File: src/rtl/led_blink_bank.sv
// Bank of NCH independent LED blinkers (off / on / blink / one-shot) on a shared prescaled tick.
// Define BLINK_ONESHOT_EN to make mode 11 a one-shot; otherwise mode 11 behaves as blink.
module led_blink_bank #(
    parameter int unsigned NCH      = 4,
    parameter int unsigned CNT_W    = 26,
    parameter int unsigned PRESCALE = 1,
    parameter int unsigned CH_W     = (NCH > 1) ? $clog2(NCH) : 1
) (
    input  logic             sys_clk,
    input  logic             sys_rst_n,
    input  logic             cfg_we,
    input  logic [CH_W-1:0]  cfg_ch,
    input  logic [1:0]       cfg_mode,
    input  logic [CNT_W-1:0] cfg_half,
    output logic             cfg_ack,
    input  logic             sync,
    output logic [NCH-1:0]   led,
    output logic [NCH-1:0]   wrap
);

    localparam int unsigned PRE_W = (PRESCALE > 1) ? $clog2(PRESCALE) : 1;

    typedef enum logic [1:0] {
        MODE_OFF     = 2'b00,
        MODE_ON      = 2'b01,
        MODE_BLINK   = 2'b10,
        MODE_ONESHOT = 2'b11
    } mode_t;

    logic [PRE_W-1:0] pre_cnt, pre_cnt_nxt;
    logic             tick;
    logic             ch_valid;
    logic [CNT_W-1:0] half_wr;

    mode_t            mode_q [NCH];
    mode_t            mode_d [NCH];
    logic [CNT_W-1:0] half_q [NCH];
    logic [CNT_W-1:0] half_d [NCH];
    logic [CNT_W-1:0] cnt_q  [NCH];
    logic [CNT_W-1:0] cnt_d  [NCH];
    logic [NCH-1:0]   led_d;
    logic [NCH-1:0]   wrap_d;

    assign tick     = (pre_cnt == PRE_W'(PRESCALE - 1));
    assign ch_valid = (32'(cfg_ch) < NCH);
    assign half_wr  = (cfg_half == '0) ? CNT_W'(1) : cfg_half;

    // Per-channel priority: a write to the channel, then sync, then the tick.
    always_comb begin
        pre_cnt_nxt = (sync || tick) ? '0 : pre_cnt + PRE_W'(1);
        for (int unsigned i = 0; i < NCH; i++) begin
            mode_d[i] = mode_q[i];
            half_d[i] = half_q[i];
            cnt_d[i]  = cnt_q[i];
            led_d[i]  = led[i];
            wrap_d[i] = 1'b0;
            if (cfg_we && ch_valid && (32'(cfg_ch) == i)) begin
                mode_d[i] = mode_t'(cfg_mode);
                half_d[i] = half_wr;
                cnt_d[i]  = '0;
                led_d[i]  = (cfg_mode != MODE_OFF);
            end else if (sync) begin
                cnt_d[i] = '0;
                if (mode_q[i] == MODE_BLINK || mode_q[i] == MODE_ONESHOT)
                    led_d[i] = 1'b1;
            end else if (tick) begin
                case (mode_q[i])
`ifdef BLINK_ONESHOT_EN
                    MODE_BLINK: begin
                        if (cnt_q[i] == half_q[i] - CNT_W'(1)) begin
                            cnt_d[i]  = '0;
                            led_d[i]  = ~led[i];
                            wrap_d[i] = 1'b1;
                        end else begin
                            cnt_d[i] = cnt_q[i] + CNT_W'(1);
                        end
                    end
                    MODE_ONESHOT: begin
                        if (cnt_q[i] == half_q[i] - CNT_W'(1)) begin
                            cnt_d[i]  = '0;
                            led_d[i]  = 1'b0;
                            mode_d[i] = MODE_OFF;
                            wrap_d[i] = 1'b1;
                        end else begin
                            cnt_d[i] = cnt_q[i] + CNT_W'(1);
                        end
                    end
`else
                    MODE_BLINK, MODE_ONESHOT: begin
                        if (cnt_q[i] == half_q[i] - CNT_W'(1)) begin
                            cnt_d[i]  = '0;
                            led_d[i]  = ~led[i];
                            wrap_d[i] = 1'b1;
                        end else begin
                            cnt_d[i] = cnt_q[i] + CNT_W'(1);
                        end
                    end
`endif
                    default: cnt_d[i] = '0;
                endcase
            end
        end
    end

    always_ff @(posedge sys_clk or negedge sys_rst_n) begin
        if (!sys_rst_n) begin
            pre_cnt <= '0;
            cfg_ack <= 1'b0;
            led     <= '0;
            wrap    <= '0;
            for (int unsigned i = 0; i < NCH; i++) begin
                mode_q[i] <= MODE_OFF;
                half_q[i] <= CNT_W'(1);
                cnt_q[i]  <= '0;
            end
        end else begin
            pre_cnt <= pre_cnt_nxt;
            cfg_ack <= cfg_we;
            led     <= led_d;
            wrap    <= wrap_d;
            for (int unsigned i = 0; i < NCH; i++) begin
                mode_q[i] <= mode_d[i];
                half_q[i] <= half_d[i];
                cnt_q[i]  <= cnt_d[i];
            end
        end
    end

endmodule
File: config.mk
export PLATFORM = sky130hd
export DESIGN_NAME = led_blink_bank
export DESIGN_NICKNAME = d
export VERILOG_FILES = /design/src/rtl/led_blink_bank.sv
export SDC_FILE = /design/constraint.sdc
export NUM_CORES = 1
export LEC_CHECK = 0
export CAP_MARGIN = 20
export CORE_ASPECT_RATIO = 1.2
export CORE_MARGIN = 2
export CORE_UTILIZATION = 30
export DETAILED_ROUTE_END_ITERATION = 16
export GPL_TIMING_DRIVEN = 0
export MAX_ROUTING_LAYER = met4
export SLEW_MARGIN = 20
export SYNTH_ARGS = -nofsm -noshare
export SYNTH_HDL_FRONTEND = slang
export SYNTH_SLANG_ARGS = --single-unit
File: constraint.sdc
create_clock -name sys_clk -period 6 [get_ports sys_clk]
set_input_delay 1.5 -clock sys_clk [delete_from_list [all_inputs] [get_ports sys_clk]]
set_output_delay 1.5 -clock sys_clk [all_outputs]
set_load 0.02 [all_outputs]
==> results.md <==
* Status: complete, no violations
* GRT Resource Usage Total at 0.176
* PnR Total Power at 0.00451 W
* Fraction of layout cells with a size suffix above 1 at 0.0707
* Seq. cell area at 5560 um2
* Slew Viols, Final at 0
* Synth area leader: dfrtp_1
* CTS tree: done
* Tightest Pin Transition at 0.873 ns
* Vias at 12,700
* # DRC at 0
* Clk_lat worst skew at 0.55 ns
* Cell area after synthesis at 14,000 um2
* Ys flop type: dfrtp_1
* Routability cong. at 0.886
* H-tree depth at 1
* Yosys top cell area share at 0.388
* Num ports at 43
* Gate Count Post-Synth at 1,665
* CTS resizes at 0
* Fmax at 233 MHz
* Crit share post-route at 0.714
* Area of the multi-input gates at 7990 um2
* Max Cap Viol at 0
* Syn Area/Cell at roughly 8.4 um2
* Crit path time final at 4.29 ns
* Mapped Nets at 1,707
* Iteration-0 DRC Markers at 819
* Largest net degree at the start of global routing at 90
* Max VDD drop at 0.000221 V
* Final hold violation count at 0
* Inserted Clock Buffers at 25
* Worst Path Arrival at 4.73 ns
* DRT Pass-1 Iters at 5
* Met3 usage at 0.0178
* Final wirelength at 41.9 mm
* Core Area at 46,100 um2
* Max-Slew Margin vs Limit at 0.418
* Ys Warns at 0
* Library cells used by synthesis at 78
* Lkg Pwr at 6.66 nW
* Crit Path Category: reg2reg
* Seq/Total Area, Yosys at 0.396
* Final HPWL DP at approximately 31 mm
* Clk_skew at 0.00697 ns
* Critical path required time at 6.44 ns
* Setup TNS at 0 ns
* Port bufs at 41
* Min Hold Slack at 0.499 ns
* Die ar. at 48,600 um2
* Asr flop ratio synth at 1.00
* Antenna Cells at 0
* Clock transition at path regs at 0.07 ns
* Row count at 86
* Initial Util at 0.305
* Crit. End Element: flop
* Vias in the first global route at ~12,000
* Antenna-violating nets left at 0
* RR Startpoint: half_q[79]
* CP Max Fanout at 10
* Hold-fix buffers, CTS at 0
* Synth top area cells: dfrtp_1 (39%), nand2_1 (8.7%), xnor2_1 (5.8%), nand3_1 (3.1%), o21ai_0 (2.9%)
* Area Growth Syn to Fin at 15.6%
* Synth cell count leaders: nand2_1 (327), dfrtp_1 (218), xnor2_1 (93)
* Power per cell area at 278 nW/um2
* Vias per std cell at 5.35
* CTS max path bufs at 3
* Met2 Usage GRT at 0.310
* RSZ-0062 raised after global routing: false
* CTS sink cnt at 222
* Post-CTS setup buffers at 0
* Busiest grt layer: met2
* EDFF count, synth at 0
* Final setup violation count at 0
* Critical path startpoint: half_q[79]
* Initial antenna violation count at 0
* Fill count at 4,828
* Startpoint Class: flop
* Count leader, synth: nand2_1
* Final Util at 0.352
* Die W at 202 um
* Final nets at between 1,500 and 2,000
* Worst min-delay path startpoint: half_q[77]
* HP Class: reg2reg
* Root Driver: clkbuf_16
* GR Util met1 at 0.205
* Avg WL per Cell at 17.7 um
* Die height at between 200 and 250 um
* Yosys reg bits at 222
* First-pass GRT wire length at 66.8 mm
* Congestion Overflow GR at 0
power by group:
part	switching [W]	internal [W]	total, W
combinational	0.000557	0.000391	0.000948
clock	0.000682	0.00108	0.00176
sequential	0.000175	0.00163	0.00181
layout make-up:
cell class,instances,share of cell area
clock buffer,27,0.0390
timing repair buffer,44,0.0293
multi-input combinational,1320,0.492
sequential,222,0.343
clock inverter,19,0.0188
tap,616,0.0475
inverter,36,0.00832
buffer,87,0.0227
metrics by stage:
step,setup WS (ns),area (um2),cells
final,1.71,16200,2371
after CTS,1.78,16200,2370
after global placement,-6.25,15200,2322
after floorplan,2.69,14000,1665
after global routing,1.44,16200,2371
after detailed placement,1.82,15300,2324
flip-flops by register name (all words and copies together), names as in the netlist:
register,cells
cfg_ack,1
cnt_q,104
half_q,104
led,4
mode_q,4
pre_cnt,1
wrap,4
final timing paths:
| kind | end | slack [ns] | cells after the start |
|---|---|---|---|
| min in group asynchronous | cnt_q[24] | 0.93 | 1 |
| worst max-delay path | cnt_q[90] | 1.71 | 13 |
| worst max register to register | cnt_q[90] | 1.71 | 13 |
| max in group asynchronous | half_q[52] | 4.20 | 2 |
| worst min-delay path | half_q[77] | 0.50 | 2 |
| worst min register to register | half_q[77] | 0.50 | 2 |
cells by family after synthesis:
logic type,after synthesis,synth area share
AO/OA/AOI/OAI,301,0.144
XOR/XNOR,134,0.0835
adder cells (fa/ha/maj),8,0.00713
buffers and inverters,123,0.0358
flip-flops,222,0.396
multiplexers,43,0.0330
other,1,0.000267
AND/OR/NAND/NOR,833,0.301
worst max-delay path, stage by stage (launching register included):
cell and delay (ns):
dfrtp_1 0.41, inv_1 0.08, ha_1 0.13, buf_2 0.19, nor4b_2 0.72, nand2_1 0.11, o41a_1 0.46, or4_1 0.54
nor3_1 0.38, nand4b_1 0.32, nand2_1 0.27, buf_2 0.26, o21ai_0 0.13, a21o_1 0.19
layer usage:
metal	part of all wire	up-vias
li1	-	6175
met1	0.42	6087
met2	0.50	329
met3	0.041	82
met4	0.042	0
met5	0	-
placed cells by master, fill, tap and decap left out, types with 50 or more instances in the layout:
cell type  count
nand2_1      327
dfrtp_1      218
xnor2_1       93
nand3_1       86
o21ai_0       82
nor2_1        73
nor3_1        72
clkbuf_1      65
nor4_1        53
a21oi_1       50
No activity file was read; power rests on OpenSTA's default activity.
